File: src/rtl/fifo_ptr_ctrl_pkg.sv
// fifo_ptr_ctrl_pkg: shared FIFO sizing constants, mirroring the legacy para.h header
package fifo_ptr_ctrl_pkg;
  localparam int a_length = 3;
  localparam int depth = 1 << a_length;
endpackage

File: src/rtl/fifo_ptr_ctrl_if.sv
// fifo_ptr_ctrl_if: request/status bundle between the FIFO front end and the pointer engine
interface fifo_ptr_ctrl_if
  import fifo_ptr_ctrl_pkg::*;
#(
  parameter int A_LENGTH = a_length
);
  logic                wr_en;
  logic                rd_en;
  logic                clr_err;
  logic [A_LENGTH-1:0] wr_addr;
  logic [A_LENGTH-1:0] rd_addr;
  logic                MSB_wr_ptr;
  logic                MSB_rd_ptr;
  logic [A_LENGTH-1:0] ptr_diff;
  logic [A_LENGTH:0]   count;
  logic                wr_accept;
  logic                rd_accept;
  logic                overflow;
  logic                underflow;
  modport master (
    output wr_en, rd_en, clr_err,
    input  wr_addr, rd_addr, MSB_wr_ptr, MSB_rd_ptr, ptr_diff, count,
           wr_accept, rd_accept, overflow, underflow
  );
  modport slave (
    input  wr_en, rd_en, clr_err,
    output wr_addr, rd_addr, MSB_wr_ptr, MSB_rd_ptr, ptr_diff, count,
           wr_accept, rd_accept, overflow, underflow
  );
endinterface

File: src/rtl/fifo_ptr_ctrl_ptr_counter.sv
// ptr_counter: wrap-around pointer with enable; the extra MSB distinguishes full from empty
module ptr_counter #(
  parameter int W = 4
) (
  input  logic         clk,
  input  logic         reset_n,
  input  logic         en,
  output logic [W-1:0] ptr
);
  // advance by one per accepted access, wrapping naturally at 2^W
  always_ff @(posedge clk or negedge reset_n)
    if (!reset_n) ptr <= '0;
    else if (en) ptr <= ptr + 1'b1;
endmodule

File: src/rtl/fifo_ptr_ctrl.sv
// fifo_ptr_ctrl: FIFO write/read pointer engine with occupancy and sticky error flags
module fifo_ptr_ctrl
  import fifo_ptr_ctrl_pkg::*;
#(
  parameter int A_LENGTH = a_length
) (
  input logic            clk,
  input logic            reset_n,
  fifo_ptr_ctrl_if.slave bus
);
  logic [A_LENGTH:0] wr_ptr;
  logic [A_LENGTH:0] rd_ptr;
  logic              full;
  logic              empty;
  logic              ovf_q;
  logic              unf_q;
  ptr_counter #(.W(A_LENGTH + 1)) u_wr (
    .clk(clk), .reset_n(reset_n), .en(bus.wr_accept), .ptr(wr_ptr)
  );
  ptr_counter #(.W(A_LENGTH + 1)) u_rd (
    .clk(clk), .reset_n(reset_n), .en(bus.rd_accept), .ptr(rd_ptr)
  );
  // status decode uses registered pointers only, so accepts never loop back on themselves
  always_comb begin
    bus.wr_addr    = wr_ptr[A_LENGTH-1:0];
    bus.rd_addr    = rd_ptr[A_LENGTH-1:0];
    bus.MSB_wr_ptr = wr_ptr[A_LENGTH];
    bus.MSB_rd_ptr = rd_ptr[A_LENGTH];
    bus.ptr_diff   = wr_ptr[A_LENGTH-1:0] - rd_ptr[A_LENGTH-1:0];
    bus.count      = wr_ptr - rd_ptr;
    empty          = (wr_ptr[A_LENGTH] == rd_ptr[A_LENGTH]) && bus.ptr_diff == '0;
    full           = (wr_ptr[A_LENGTH] != rd_ptr[A_LENGTH]) && bus.ptr_diff == '0;
    bus.wr_accept  = bus.wr_en & ~full & reset_n;
    bus.rd_accept  = bus.rd_en & ~empty & reset_n;
    bus.overflow   = ovf_q;
    bus.underflow  = unf_q;
  end
  // sticky error flags: a new illegal access beats a simultaneous clear
  always_ff @(posedge clk or negedge reset_n)
    if (!reset_n) begin
      ovf_q <= 1'b0;
      unf_q <= 1'b0;
    end else begin
      ovf_q <= (bus.wr_en && full) ? 1'b1 : bus.clr_err ? 1'b0 : ovf_q;
      unf_q <= (bus.rd_en && empty) ? 1'b1 : bus.clr_err ? 1'b0 : unf_q;
    end
endmodule

File: src/flat_wrapper.sv
// flat-port wrapper written by rule: the top's interface ports become plain ports
module fifo_ptr_ctrl_flat import fifo_ptr_ctrl_pkg::*;
#(
  parameter int A_LENGTH = a_length
)
  (clk, reset_n, bus_wr_en, bus_rd_en, bus_clr_err, bus_wr_addr, bus_rd_addr, bus_MSB_wr_ptr, bus_MSB_rd_ptr, bus_ptr_diff, bus_count, bus_wr_accept, bus_rd_accept, bus_overflow, bus_underflow);
  fifo_ptr_ctrl_if #(.A_LENGTH(A_LENGTH)) bus_i ();
  input logic clk;
  input logic reset_n;
  input wire logic [$bits(bus_i.wr_en)-1:0] bus_wr_en;
  input wire logic [$bits(bus_i.rd_en)-1:0] bus_rd_en;
  input wire logic [$bits(bus_i.clr_err)-1:0] bus_clr_err;
  output wire logic [$bits(bus_i.wr_addr)-1:0] bus_wr_addr;
  output wire logic [$bits(bus_i.rd_addr)-1:0] bus_rd_addr;
  output wire logic [$bits(bus_i.MSB_wr_ptr)-1:0] bus_MSB_wr_ptr;
  output wire logic [$bits(bus_i.MSB_rd_ptr)-1:0] bus_MSB_rd_ptr;
  output wire logic [$bits(bus_i.ptr_diff)-1:0] bus_ptr_diff;
  output wire logic [$bits(bus_i.count)-1:0] bus_count;
  output wire logic [$bits(bus_i.wr_accept)-1:0] bus_wr_accept;
  output wire logic [$bits(bus_i.rd_accept)-1:0] bus_rd_accept;
  output wire logic [$bits(bus_i.overflow)-1:0] bus_overflow;
  output wire logic [$bits(bus_i.underflow)-1:0] bus_underflow;
  assign bus_i.wr_en = bus_wr_en;
  assign bus_i.rd_en = bus_rd_en;
  assign bus_i.clr_err = bus_clr_err;
  assign bus_wr_addr = bus_i.wr_addr;
  assign bus_rd_addr = bus_i.rd_addr;
  assign bus_MSB_wr_ptr = bus_i.MSB_wr_ptr;
  assign bus_MSB_rd_ptr = bus_i.MSB_rd_ptr;
  assign bus_ptr_diff = bus_i.ptr_diff;
  assign bus_count = bus_i.count;
  assign bus_wr_accept = bus_i.wr_accept;
  assign bus_rd_accept = bus_i.rd_accept;
  assign bus_overflow = bus_i.overflow;
  assign bus_underflow = bus_i.underflow;
  fifo_ptr_ctrl #(.A_LENGTH(A_LENGTH)) u_core (.clk(clk), .reset_n(reset_n), .bus(bus_i));
endmodule
File: config.mk
export PLATFORM = sky130hd
export DESIGN_NAME = fifo_ptr_ctrl_flat
export DESIGN_NICKNAME = d
export VERILOG_FILES = /design/src/rtl/fifo_ptr_ctrl_pkg.sv /design/src/rtl/fifo_ptr_ctrl_if.sv /design/src/rtl/fifo_ptr_ctrl_ptr_counter.sv /design/src/rtl/fifo_ptr_ctrl.sv /design/src/flat_wrapper.sv
export SDC_FILE = /design/constraint.sdc
export NUM_CORES = 1
export LEC_CHECK = 0
export CORE_UTILIZATION = 45
export DETAILED_ROUTE_END_ITERATION = 8
export PLACE_DENSITY = 0.81
export SLEW_MARGIN = 10
export SYNTH_ARGS = -nofsm -noshare
export SYNTH_HDL_FRONTEND = slang
export SYNTH_SLANG_ARGS = --single-unit
File: constraint.sdc
create_clock -name clk -period 4.5 [get_ports clk]
set_clock_uncertainty 0.2 [all_clocks]
set_input_delay 0.9 -clock clk [delete_from_list [all_inputs] [get_ports clk]]
set_output_delay 0.9 -clock clk [all_outputs]
set_load 0.05 [all_outputs]
==> impl_metrics.toml <==
[synthesis]
synth-seq-cells = 10
synth_seq_area_share = 0.388
syn_area_per_cell_sq_um = 10.6
synth_async_sr_flop_share = 1.00
synth-simple-area-share = 0.0874
synth-xor-area-share = 0.120
ys.flop_type = "dfrtp_1"
synth_area_sq_um = 644
synth_edf_count = 0
synth_cells = 61
synth_top_family_by_area = "compound AO/OA/AOI/OAI gates"
syn_nets = 72
synth-compound-area-share = 0.177
ys.warnings.count = 0
yosys.cell_types.count = 23
muxShareOfSynthArea = 0.0175
yosys.area_share.adder = 0.128

[critical_path]
critical_path_arrival_ps = 2860
max_stage_delay_ps = 860
crit_slowest_cell = "clkdlybuf4s50_1"
startpoint = "u_core.u_wr.ptr[0]$_DFFE_PN0P_"
critPathMaxFanout = 4
reg2reg_from = "u_core.u_wr.ptr[0]$_DFFE_PN0P_"
cp.required_ps = 3400
cp_top_family = "buffers and inverters"
path_buf_inv = 3
critPathLaunchType = "flip-flop"
r2r_slack_ps = 2040
crit_chain = "inv_1, ha_1, inv_1, fa_1, nor2b_1, a31oi_2, clkdlybuf4s50_1"
endpoint_kind = "output pin"
crit_top_cell = "inv_1"
r2r_end = "u_core.u_wr.ptr[1]$_DFFE_PN0P_"
r2r_cells = 7
path_class = "reg2out"

[floorplan]
row_count = 13
die_w_um = 39.8
die_area_sq_um = 1590
die_y_um = 39.8
core-area_sq_um = 1320
start_util = 0.489
ios = 24

[min_path]
hold_start = "u_core.bus.underflow$_DFFE_PN0P_"
hold_end = "u_core.bus.underflow$_DFFE_PN0P_"
hold_path_class = "reg2reg"
holdPathStages = 1

[final_layout]
antenna_cells = 0
final_cell_mix = "clkdlybuf4s50_1 (23), dfrtp_1 (10), inv_1 (7)"
drive_above_1_share = 0.128
stdcell_count = 101
fillers = 95
fin_nets = 98
area.growth.synth_to_final_pct = 41.9
final_common_cell = "clkdlybuf4s50_1"
final_cell_area_sq_um = 915

[timing]
tightestPinTransition_ps = 502
setup_viol = 0
finalSetupTns_ps = 0
hold_violations = 0
grt_setup_unrepaired = "false"
min_period_over_period = 0.880
fmax_mhz = 253
layout_min_cycle_time_ps = 3960
slew_violations = 0
max-slew-margin-rel = 0.664

[clock_network]
cts_made_buffers = 3
cts_root_buf = "clkbuf_4"
post-cts-setup-buffer-count = 0
path_clk_slew_ps = 70
postCtsResizedCells = 0
clock_sinks = 10
clock_latency_ps = 260
ctsHoldBuffers = 0
clock_path_buffers = 2
htreeDepth = 1
cts_tree = "done"

[detailed_routing]
drc = 0
vias = 539
vias_per_cell = 5.34
dr.pass1.iters = 5
drtIter0Drc = 11
ant_nets = 0
routed_wl_um = 1320
wire_per_inst_um = 13.1

[place]
place_area_sq_um = 878
portBuffers = 23
dp_cells = 97
gp_congestion = 0.817
hpwl_um = 1040

[run_status]
outcome = "finished, final reports clean"

[flow_run]
maxCapViolCount = 0

[global_routing]
grt_max_degree = 10
grt_antenna_before_repair = 0
grt_overflow = 0
grt_pass1_vias = 488
grt_pass1_wl_um = 2080
track_usage = 0.206
[worst max path at each step]
stage / to / slack [ps] / cells after the start
after detailed placement: bus_rd_accept / 550 / 5
after global routing: bus_wr_accept / 420 / 7
after floorplan: bus_wr_accept / 680 / 5
final: bus_wr_accept / 540 / 7
after global placement: bus_rd_accept / 580 / 5
after CTS: bus_wr_accept / 530 / 7
[sequential cells by signal, indices dropped and copies added, names as in the netlist]
name                  flops
u_core.u_wr.ptr           4
u_core.bus.overflow       1
u_core.u_rd.ptr           4
u_core.bus.underflow      1
[layout make-up]
cell class	count	area (sq um)	share of cell area
multi-input combinational	40	342	0.373
sequential	10	250	0.274
timing repair buffer	24	238	0.260
clock buffer	4	36.3	0.0397
inverter	8	30.0	0.0328
tap	15	18.8	0.0205
[kinds of logic after synthesis]
logic type,after synthesis
flip-flops,10
AND/OR/NAND/NOR,12
adder cells (fa/ha/maj),6
XOR/XNOR,8
AO/OA/AOI/OAI,13
buffers and inverters,11
multiplexers,1
[per-layer routing]
layer | vias to the layer above | share of wire | track usage | routed length [um]
met4 | 0 | 0.020 | 0.121 | 27
li1 | 256 | - | - | -
met1 | 259 | 0.48 | 0.291 | 640
met3 | 4 | 0.049 | 0.0170 | 65
met5 | - | 0 | 0 | 0
met2 | 20 | 0.44 | 0.303 | 587
[cells in the mapped netlist, drive strengths merged (3+ instances only)]
master,n,share of area
xnor2,6,0.093
buf,3,0.035
o21ai,3,0.023
nand2,6,0.035
dfrtp,10,0.39
inv,8,0.047
ha,5,0.097
[per-stage QoR]
| step | hold WS (ps) | worst slack [ps] | utilization |
|---|---|---|---|
| 2_1_floorplan | 404 | 678 | - |
| 4_1_cts | 305 | 531 | 0.694 |
| 5_1_grt | 327 | 424 | 0.694 |
| 3_3_place_gp | 278 | 585 | 0.667 |
| 3_5_place_dp | 293 | 549 | 0.667 |
| 6_report | 298 | 541 | 0.694 |
Power is not shown: default switching activity piles up to over one toggle a cycle in this logic, so the estimate is an artifact.
